===== config.mk =====
export PLATFORM = sky130hd
export DESIGN_NAME = sync_fifo_ctrl
export DESIGN_NICKNAME = d
export VERILOG_FILES = /design/src/rtl/sync_fifo_ctrl.sv
export SDC_FILE = /design/constraint.sdc
export NUM_CORES = 1
export LEC_CHECK = 0
export ABC_AREA = 1
export CORE_MARGIN = 1.5
export CORE_UTILIZATION = 40
export CTS_CLUSTER_SIZE = 28
export DETAILED_ROUTE_END_ITERATION = 10
export GPL_ROUTABILITY_DRIVEN = 0
export HOLD_SLACK_MARGIN = 0.02
export PLACE_DENSITY = 0.66
export SYNTH_ARGS = -nofsm -noshare
export SYNTH_HDL_FRONTEND = slang
export SYNTH_SLANG_ARGS = --single-unit

===== constraint.sdc =====
create_clock -name clk -period 5.11 [get_ports clk]
set_input_delay 0.7665 -clock clk [delete_from_list [all_inputs] [get_ports clk]]
set_output_delay 0.7665 -clock clk [all_outputs]
set_load 0.005 [all_outputs]

===== src/rtl/sync_fifo_ctrl.sv =====
// Single-clock FIFO with occupancy count, almost-full/empty flags, sticky error flags.
// Latency: pop data registered 1 cycle after an accepted pop; 0 cycles with SYNC_FIFO_FWFT_EN.
// Backpressure: push dropped (overflow_o set) when full without a pop; pop ignored when empty.
module sync_fifo_ctrl #(
  parameter int DEPTH    = 4,
  parameter int DATA_W   = 1,
  parameter int AF_LEVEL = DEPTH - 1,
  parameter int AE_LEVEL = 1,
  localparam int CNT_W   = $clog2(DEPTH + 1)
) (
  input  logic              clk,
  input  logic              reset,
  input  logic              push_i,
  input  logic [DATA_W-1:0] push_data_i,
  input  logic              pop_i,
  output logic [DATA_W-1:0] pop_data_o,
  output logic              pop_valid_o,
  output logic              full_o,
  output logic              empty_o,
  output logic              almost_full_o,
  output logic              almost_empty_o,
  output logic [CNT_W-1:0]  count_o,
  output logic              overflow_o,
  output logic              underflow_o,
  input  logic              err_clr_i
);

  localparam int PTR_W = (DEPTH > 1) ? $clog2(DEPTH) : 1;

  logic [DATA_W-1:0] mem [DEPTH];
  logic [PTR_W-1:0]  wr_ptr;
  logic [PTR_W-1:0]  rd_ptr;
  logic [CNT_W-1:0]  count_q;
  logic [CNT_W-1:0]  count_nxt;
  logic              push_ok;
  logic              pop_ok;
  logic              ovf_set;
  logic              unf_set;

  // Explicit wrap so non-power-of-2 depths index only valid entries.
  function automatic logic [PTR_W-1:0] ptr_inc(input logic [PTR_W-1:0] p);
    return (p == PTR_W'(DEPTH - 1)) ? '0 : p + 1'b1;
  endfunction

  // Status flags decode straight from the count register.
  assign count_o        = count_q;
  assign full_o         = (count_q == CNT_W'(DEPTH));
  assign empty_o        = (count_q == '0);
  assign almost_full_o  = (count_q >= CNT_W'(AF_LEVEL));
  assign almost_empty_o = (count_q <= CNT_W'(AE_LEVEL));

  // A pop frees a slot in the same cycle, so a full FIFO may accept push+pop together.
  assign pop_ok  = pop_i && !empty_o;
  assign push_ok = push_i && (!full_o || pop_ok);
  assign ovf_set = push_i && full_o && !pop_ok;
  assign unf_set = pop_i && empty_o;

  // Occupancy moves by at most one per cycle; simultaneous push+pop leaves it unchanged.
  always_comb begin
    count_nxt = count_q;
    if (push_ok && !pop_ok) begin
      count_nxt = count_q + 1'b1;
    end else if (pop_ok && !push_ok) begin
      count_nxt = count_q - 1'b1;
    end
  end

  // Pointer, count and sticky error state; a new error in the clear cycle stays set.
  always_ff @(posedge clk) begin
    if (reset) begin
      wr_ptr      <= '0;
      rd_ptr      <= '0;
      count_q     <= '0;
      overflow_o  <= 1'b0;
      underflow_o <= 1'b0;
    end else begin
      if (push_ok) wr_ptr <= ptr_inc(wr_ptr);
      if (pop_ok)  rd_ptr <= ptr_inc(rd_ptr);
      count_q     <= count_nxt;
      overflow_o  <= ovf_set || (overflow_o && !err_clr_i);
      underflow_o <= unf_set || (underflow_o && !err_clr_i);
    end
  end

  // Storage is not reset; entries are only meaningful between the pointers.
  always_ff @(posedge clk) begin
    if (!reset && push_ok) begin
      mem[wr_ptr] <= push_data_i;
    end
  end

`ifdef SYNC_FIFO_FWFT_EN
  // Head entry is presented continuously; pop_i acknowledges it.
  assign pop_data_o  = mem[rd_ptr];
  assign pop_valid_o = !empty_o;
`else
  logic [DATA_W-1:0] pop_data_q;
  logic              pop_valid_q;

  // Registered read: head captured on an accepted pop, held otherwise.
  always_ff @(posedge clk) begin
    if (reset) begin
      pop_data_q  <= '0;
      pop_valid_q <= 1'b0;
    end else begin
      pop_valid_q <= pop_ok;
      if (pop_ok) pop_data_q <= mem[rd_ptr];
    end
  end

  assign pop_data_o  = pop_data_q;
  assign pop_valid_o = pop_valid_q;
`endif

endmodule

==> results of run 1 <==
## sequential cells by signal (all words and copies together), names as in the netlist
register and count:
pop_data_o 1, pop_valid_o 1, wr_ptr 2, overflow_o 1, count_o 3, underflow_o 1, mem 4, rd_ptr 2
## metrics by stage
| stage | std cells | util, % | hold slack [ps] | power (mW) |
|---|---|---|---|---|
| final | 156 | 54.2 | 467 | 0.516 |
| after global routing | 156 | 54.2 | 486 | 0.564 |
| after CTS | 156 | 54.2 | 470 | 0.523 |
| after detailed placement | 152 | 52.8 | 456 | 0.454 |
| after global placement | 152 | 52.8 | 453 | 0.448 |
| after floorplan | 109 | - | 454 | 0.338 |
## worst max-delay path: stages, from the launching register on
cell and delay (ps):
dfxtp_1 350, inv_1 160, ha_1 250, nand2_2 80, inv_1 100, clkdlybuf4s50_1 500
## layout by cell type, fill, tap and decap left out
cell and n:
a21oi_1 6, a21oi_2 1, clkbuf_4 3, clkdlybuf4s50_1 16, clkinv_2 2, dfxtp_1 11, edfxtp_1 4, ha_1 11
inv_1 21, inv_2 1, nand2_1 17, nand2_2 2, nand2_4 2, nand3_1 4, nor2_1 18, nor2_2 1
nor2_4 1, o21ai_0 7, xnor2_1 1
## power by group through the flow
stage	logic (mW)	registers [mW]	clock network, mW
6_report	0.270	0.180	0.0659
5_1_grt	0.303	0.186	0.0755
4_1_cts	0.273	0.180	0.0690
3_5_place_dp	0.271	0.183	0
3_3_place_gp	0.266	0.182	0
2_1_floorplan	0.159	0.179	0
## worst paths after layout
check,start,slack (ps),end
min,underflow_o$_SDFF_PP0_,470,underflow_o$_SDFF_PP0_
max reg2reg,count_o[1]$_SDFFE_PP0P_,3310,count_o[2]$_SDFFE_PP0P_
max,count_o[1]$_SDFFE_PP0P_,2610,full_o
min reg2reg,underflow_o$_SDFF_PP0_,470,underflow_o$_SDFF_PP0_
## kinds of logic (layout without fill, tap and decap cells)
family,after synthesis,after routing,share of synthesized area (%)
simple gates,45,45,23.9
buf+inv,23,43,10.3
flops,15,15,39.9
compound gates,14,14,8.66
fa+ha+maj,11,11,16.2
xor+xnor,1,1,1.03
## cell type report
class	instances	area, um^2
clock buffers	3	22.5
clock inverters	1	5.00
fillers	183	908
inverters	23	87.6
multi-input cells	71	424
flip-flops and latches	15	340
well taps	27	33.8
repair buffers	16	160
## per-layer routing
metal	vias to the layer above	track usage, %
met3	6	4.91
met2	24	22.3
met1	293	17.2
met4	0	4.76
li1	371	-
met5	-	0
==> results.txt, run 1 <==
Crit path DAT -> 1740 ps
Post-DP Area -> 0.00105 mm^2
Sequential-to-total area share from yosys stat -> 39.9%
Chip width -> 49.2 um
Layout cells sized above 1 -> 10.1%
Net Sw Power -> 0.198 mW
Worst setup margin -> 2610 ps
Routed metal-1 wire length -> 678 um
DR WL met3 -> 87 um
Post-CTS Repair Setup Buffers -> 0
CP Capture Type -> primary output
Synth warnings -> 0
Initial Util -> 43.0%
N_diodes -> 0
Final Cycle Share -> 49.0%
Max Cap Violations -> 0
Synthesis-stage register bit count -> 15
Power density over cell area -> 480 mW/mm^2
CP startpoint kind -> flop
Yosys cell types -> 17
Met2 routed WL -> 704 um
Top sig layer -> met4
Peak VDD IR -> 0.238 mV
Cell Area, Synth -> 852 um^2
CTS buffer count -> 3
Clk buf depth -> 2
Setup TNS -> 0 ps
CTS tree -> built
Routed len/inst -> 9.63 um
Post-synth top flop -> dfxtp_1
DRT iter0 DRCs -> 16
Hold/Removal Path Class -> flop to flop
Die Ht -> 49.2 um
Final Max Slew Viols -> 0
Int Power -> 0.317 mW
Crit path kind -> flop to primary output
Pin count of the biggest net entering global routing -> 10
Max Fclk -> 400 MHz
Period minus WS final -> 2500 ps
Outcome -> finished clean
First-pass iteration count of the detailed router -> 5
Commonest cells post-synth -> inv_1, nor2_1, nand2_1
Syn-to-layout area delta -> 26.0%
Final nets -> 147
DRC viols -> 0
P_leak -> 0.508 nW
First-pass GRT wire length -> 2.62 mm
Synth Net Count -> 126
Worst Max-Slew Pin Slew -> 239 ps
Clk pwr share -> 12.8%
Slew headroom -> 84.0%
DIE AREA -> 0.00242 mm^2
Area contributors post-synth -> dfxtp_1, ha_1, edfxtp_1, inv_1, nor2_1
RSZ-0062 raised after global routing -> false
Post-synthesis average cell area -> 7.82 um^2
Synth area leader -> dfxtp_1
Mapped Cells -> 109
Routed vias/inst -> 4.45
CTS clk-pin slew, worst paths -> 90 ps
Clock sinks -> 15
Ports -> 17
Ys async rst share -> 0%
Hold Crit Depth -> 2
Setup Slack @ Placement -> 2810 ps
Antenna violations before repair -> 0
Setup Skew -> 6.38 ps
Flop pwr share -> 34.9%
Final WL -> 1.50 mm
Hold buffers post-CTS -> 0
Req. time, crit path -> 4340 ps
H-tree levels -> 1
Synth top area share -> 25.8%
Design area -> 0.00107 mm^2
Tot GR Track Use -> 13.9%
ANT nets after route -> 0
Grt ovf -> 0
Post-synth EDFFs -> 4
FF-to-FF path depth -> 11
Via count -> 694
CTS root buffer -> clkbuf_4
Net Sw Frac -> 38.5%
Core Footprint -> 0.00198 mm^2
Logic pwr share -> 52.3%
Post-DP HPWL -> 1.18 mm
CTS resizes -> 0
Most frequent cell after synthesis -> inv_1
I/O Buffers -> 16
Final hold violations -> 0
Row Count -> 16
Final number of setup-violating endpoints -> 0
Worst-Skew Late Latency -> 280 ps
Vias in the first global route -> 632
CP max FO -> 6
Power figures use the tool's default switching activity.
==> run 2: changes to the inputs <==
==> constraint.sdc (replaced) <==
create_clock -name clk -period 2.4 [get_ports clk]
set_input_delay 0.36 -clock clk [delete_from_list [all_inputs] [get_ports clk]]
set_output_delay 0.36 -clock clk [all_outputs]
set_load 0.005 [all_outputs]
==> run 2 against run 1 <==
Against the previous run:
- die area is the same
- non-clock buffer count is the same
- global-route usage is 0.39 points lower
- count of clock-buffer cells in the layout is the same
- sequential share of layout area unchanged
- combinational power up 110%
- cell area is the same
- sequential cell count is the same
- largest power group unchanged
==> results.txt, run 2 (same netlist as run 1, synthesis figures left out) <==
Setup Slack @ Placement -> 508 ps
Grt ovf -> 0
Final WL -> 1.49 mm
Post-CTS Repair Setup Buffers -> 0
Chip width -> 49.2 um
Tot GR Track Use -> 13.5%
Levels on crit path -> 5
Final hold violations -> 0
Routed len/inst -> 9.54 um
I/O Buffers -> 16
RSZ-0062 raised after global routing -> false
Clk buf depth -> 2
Commonest cells after routing, fill and taps aside -> inv_1, nor2_1, nand2_1, clkdlybuf4s50_1
CP Capture Type -> primary output
Flop pwr share -> 34.8%
Peak VDD IR -> 0.539 mV
Max Fclk -> 482 MHz
Int Power -> 0.675 mW
Row Count -> 16
Worst Max-Slew Pin Slew -> 235 ps
Outcome -> finished clean
FF-to-FF path depth -> 11
Core Footprint -> 0.00198 mm^2
Setup TNS -> 0 ps
Crit path cell chain -> inv_1, ha_1, nand2_2, inv_1, clkdlybuf4s50_1
Routed vias/inst -> 4.40
Final Cycle Share -> 86.5%
Vias in the first global route -> 642
DRC viols -> 0
Largest Register -> mem
CTS resizes -> 0
P_leak -> 0.508 nW
DRT iter0 DRCs -> 8
Worst-Skew Late Latency -> 280 ps
Final nets -> 147
First-pass iteration count of the detailed router -> 4
Via count -> 686
CP bufs+invs -> 3
Crit path DAT -> 1710 ps
Pin count of the biggest net entering global routing -> 10
Initial Util -> 43.0%
DIE AREA -> 0.00242 mm^2
Period minus WS final -> 2070 ps
H-tree levels -> 1
N_diodes -> 0
Antenna violations before repair -> 0
Clock sinks -> 15
CTS clk-pin slew, worst paths -> 90 ps
CP startpoint kind -> flop
CP max FO -> 6
Hold buffers post-CTS -> 0
ANT nets after route -> 0
Crit path kind -> flop to primary output
Logic pwr share -> 52.3%
Top cell by count, worst path -> inv_1
Fillers -> 189
Power density over cell area -> 1020 mW/mm^2
CTS root buffer -> clkbuf_4
Final Max Slew Viols -> 0
Final number of setup-violating endpoints -> 0
CTS tree -> built
Ports -> 17
Req. time, crit path -> 2040 ps
Net Sw Frac -> 38.5%
Worst setup margin -> 325 ps
Hold/Removal Path Class -> flop to flop
Setup Skew -> 5.50 ps
Max FFs per register -> 4
Slew headroom -> 84.3%
Clk pwr share -> 12.9%
Post-DP HPWL -> 1.19 mm
CTS buffer count -> 3
Hold Crit Depth -> 2
Final Total Pwr -> 1.10 mW
CP max stage delay -> 500 ps
First-pass GRT wire length -> 2.57 mm
Worst path slowest cell -> clkdlybuf4s50_1
Max Cap Violations -> 0
Commonest non-fill, non-tap cell in the layout -> inv_1
Net Sw Power -> 0.422 mW
Layout cells sized above 1 -> 10.1%
Top delay family on crit path -> buffers and inverters
Die Ht -> 49.2 um
Syn-to-layout area delta -> 26.0%
==> run 2: cell counts in the layout (fill, tap and decap cells not counted) <==
Identical to the previous run, type by type.
==> run 2: worst paths after layout <==
path | to | slack [ps] | start
worst min register to register | underflow_o$_SDFF_PP0_ | 470 | underflow_o$_SDFF_PP0_
worst max-delay path | full_o | 330 | count_o[1]$_SDFFE_PP0P_
worst min-delay path | underflow_o$_SDFF_PP0_ | 470 | underflow_o$_SDFF_PP0_
worst max register to register | count_o[2]$_SDFFE_PP0P_ | 600 | count_o[1]$_SDFFE_PP0P_
==> run 2: layout make-up <==
type | instances | area [um^2] | area share [%]
clock buffer | 3 | 22.5 | 2.10
tap | 27 | 33.8 | 3.15
inverter | 23 | 87.6 | 8.16
multi-input combinational | 71 | 424 | 39.5
sequential | 15 | 340 | 31.7
clock inverter | 1 | 5.00 | 0.466
timing repair buffer | 16 | 160 | 14.9
==> run 2: routing by layer <==
| layer | track usage, % | share of wire (%) | vias up |
|---|---|---|---|
| li1 | - | - | 376 |
| met1 | 16.4 | 47 | 295 |
| met2 | 22.5 | 47 | 13 |
| met3 | 5.21 | 5.0 | 2 |
| met4 | 2.86 | 0.67 | 0 |
| met5 | 0 | 0 | - |
==> run 2: worst min-delay path, cell delays in order, from the launching register on <==
cell and delay (ps):
dfxtp_1 320, nand2_1 60, a21oi_1 50
==> run 2: through the flow <==
step	cell area [um^2]	util [%]	cells	hold WS [ps]
after CTS	1070	54.2	156	474
after global routing	1070	54.2	156	495
final	1070	54.2	156	468
after floorplan	852	-	109	429
after detailed placement	1050	52.8	152	460
after global placement	1050	52.8	152	453
==> run 2: power by group through the flow <==
stage	clock (mW)	combinational [mW]	sequential (mW)
after CTS	0.147	0.581	0.382
after floorplan	0	0.339	0.381
after detailed placement	0	0.577	0.388
final	0.141	0.574	0.382
after global placement	0	0.567	0.387
after global routing	0.160	0.647	0.392
==> run 3: changes to the inputs <==
--- a/config.mk
+++ b/config.mk
@@ -7,12 +7,12 @@
 export LEC_CHECK = 0
 export ABC_AREA = 1
 export CORE_MARGIN = 1.5
-export CORE_UTILIZATION = 40
+export CORE_UTILIZATION = 49
 export CTS_CLUSTER_SIZE = 28
 export DETAILED_ROUTE_END_ITERATION = 10
 export GPL_ROUTABILITY_DRIVEN = 0
 export HOLD_SLACK_MARGIN = 0.02
-export PLACE_DENSITY = 0.66
+export PLACE_DENSITY = 0.77
 export SYNTH_ARGS = -nofsm -noshare
 export SYNTH_HDL_FRONTEND = slang
 export SYNTH_SLANG_ARGS = --single-unit
==> run 3 against run 2 <==
Against the previous run:
- the run now ends with design-rule violations left
- first-iteration DRC count increased by 75%
- combinational power about the same
- power increased by 0.50%
- sequential cell count unchanged
- sequential share of layout area increased by 0.45 points
- routed wire length decreased by 2.3%
- clock skew increased by 3.2 ps
- count of clock-buffer cells in the layout increased by 1
- cell area decreased by 1.4%
- register-to-register slack got worse by 50 ps
- sequential power about the same
- global-route usage increased by 3.4 points
- critical endpoint unchanged
==> results.txt, run 3 (same netlist as run 1, synthesis figures left out) <==
Syn-to-layout area delta -> 24.2%
Period minus WS final -> 2090 ps
First-pass GRT wire length -> 2.42 mm
Worst path slowest cell -> clkdlybuf4s50_1
Ports -> 17
Crit path DAT -> 1730 ps
Max Fclk -> 478 MHz
First-pass iteration count of the detailed router -> 7
CTS tree -> built
DIE AREA -> 0.00200 mm^2
CTS buffer count -> 3
N_diodes -> 0
Hold buffers post-CTS -> 0
Die Ht -> 44.7 um
Setup TNS -> 0 ps
Power density over cell area -> 1040 mW/mm^2
DRC viols -> 2
Row Count -> 14
Hold/Removal Path Class -> flop to flop
CTS resizes -> 0
Max FFs per register -> 4
CP max FO -> 6
Crit path kind -> flop to primary output
Routed vias/inst -> 4.79
CTS root buffer -> clkbuf_4
Setup Skew -> 8.67 ps
Worst Max-Slew Pin Slew -> 254 ps
ANT nets after route -> 0
Via count -> 695
Chip width -> 44.7 um
Fillers -> 122
Core Footprint -> 0.00156 mm^2
Flop2flop setup slack -> 550 ps
CTS clk-pin slew, worst paths -> 90 ps
Clk buf depth -> 2
Antenna violations before repair -> 0
RSZ-0062 raised after global routing -> false
Routed len/inst -> 10.0 um
CP Capture Type -> primary output
Outcome -> finished, violations left
Max Cap Violations -> 0
Hold Crit Depth -> 2
Vias in the first global route -> 608
Tot GR Track Use -> 16.9%
Clock sinks -> 15
Grt ovf -> 0
Worst-Skew Late Latency -> 280 ps
Final hold violations -> 0
Layout cells sized above 1 -> 9.30%
Final Cycle Share -> 87.2%
Failing checks -> design-rule violations
Req. time, crit path -> 2040 ps
Commonest cells after routing, fill and taps aside -> inv_1, nor2_1, nand2_1, clkdlybuf4s50_1
Final number of setup-violating endpoints -> 0
Post-CTS Repair Setup Buffers -> 0
Top cell by count, worst path -> inv_1
Post-DP HPWL -> 1.15 mm
Pin count of the biggest net entering global routing -> 9
Final Core Density -> 67.9%
DRT iter0 DRCs -> 14
Final Max Slew Viols -> 0
Final nets -> 147
Crit path cell chain -> inv_1, ha_1, nand2_2, inv_1, clkdlybuf4s50_1
Slew headroom -> 83.1%
P_leak -> 0.505 nW
Initial Util -> 54.7%
FF-to-FF path depth -> 11
I/O Buffers -> 16
Largest Register -> mem
CP startpoint kind -> flop
Final WL -> 1.46 mm
Commonest non-fill, non-tap cell in the layout -> inv_1
Peak VDD IR -> 0.719 mV
H-tree levels -> 1
CP max stage delay -> 490 ps
-- run 3: layout make-up --
cell class / instances / area, um^2 / area share, %
flip-flops and latches: 15 / 340 / 32.2
clock buffers: 4 / 26.3 / 2.48
multi-input cells: 71 / 424 / 40.1
repair buffers: 16 / 160 / 15.1
well taps: 16 / 20.0 / 1.89
inverters: 23 / 87.6 / 8.27
-- run 3: metrics by stage --
step	instance area [um^2]	cells	power, mW	hold WS, ps	worst slack (ps)
floorplan	852	109	0.720	429	772
global placement	1030	141	0.949	451	557
detailed placement	1030	141	0.966	460	482
CTS	1060	145	1.11	475	309
global route	1060	145	1.20	515	210
finish	1060	145	1.10	468	306
-- run 3: path summary, 6_finish.rpt --
| check | endpoint | from |
|---|---|---|
| setup reg to reg | count_o[2]$_SDFFE_PP0P_ | count_o[1]$_SDFFE_PP0P_ |
| hold / removal | underflow_o$_SDFF_PP0_ | underflow_o$_SDFF_PP0_ |
| setup / recovery | full_o | count_o[1]$_SDFFE_PP0P_ |
| hold reg to reg | underflow_o$_SDFF_PP0_ | underflow_o$_SDFF_PP0_ |
-- run 3: routing by layer --
layer / wire, um / share of wire (%) / up-vias / global-route usage [%]
met1: 712 / 49 / 303 / 21.2
met4: 13 / 0.89 / 0 / 5.45
li1: - / - / 374 / -
met5: 0 / 0 / - / 0
met2: 672 / 46 / 16 / 27.2
met3: 56 / 3.8 / 2 / 6.00
-- run 3: report_power, final --
part           internal [mW]  switching (mW)  leakage (nW)
Sequential             0.320          0.0629         0.127
Clock                 0.0645          0.0802        0.0150
Combinational          0.293           0.282         0.363
-- run 3: worst max-delay path: cells and delay by family, from the launching register on --
family        cells  cell delay (ps)
fa+ha+maj         1              260
buf+inv           3              750
flops             1              350
simple gates      1               90
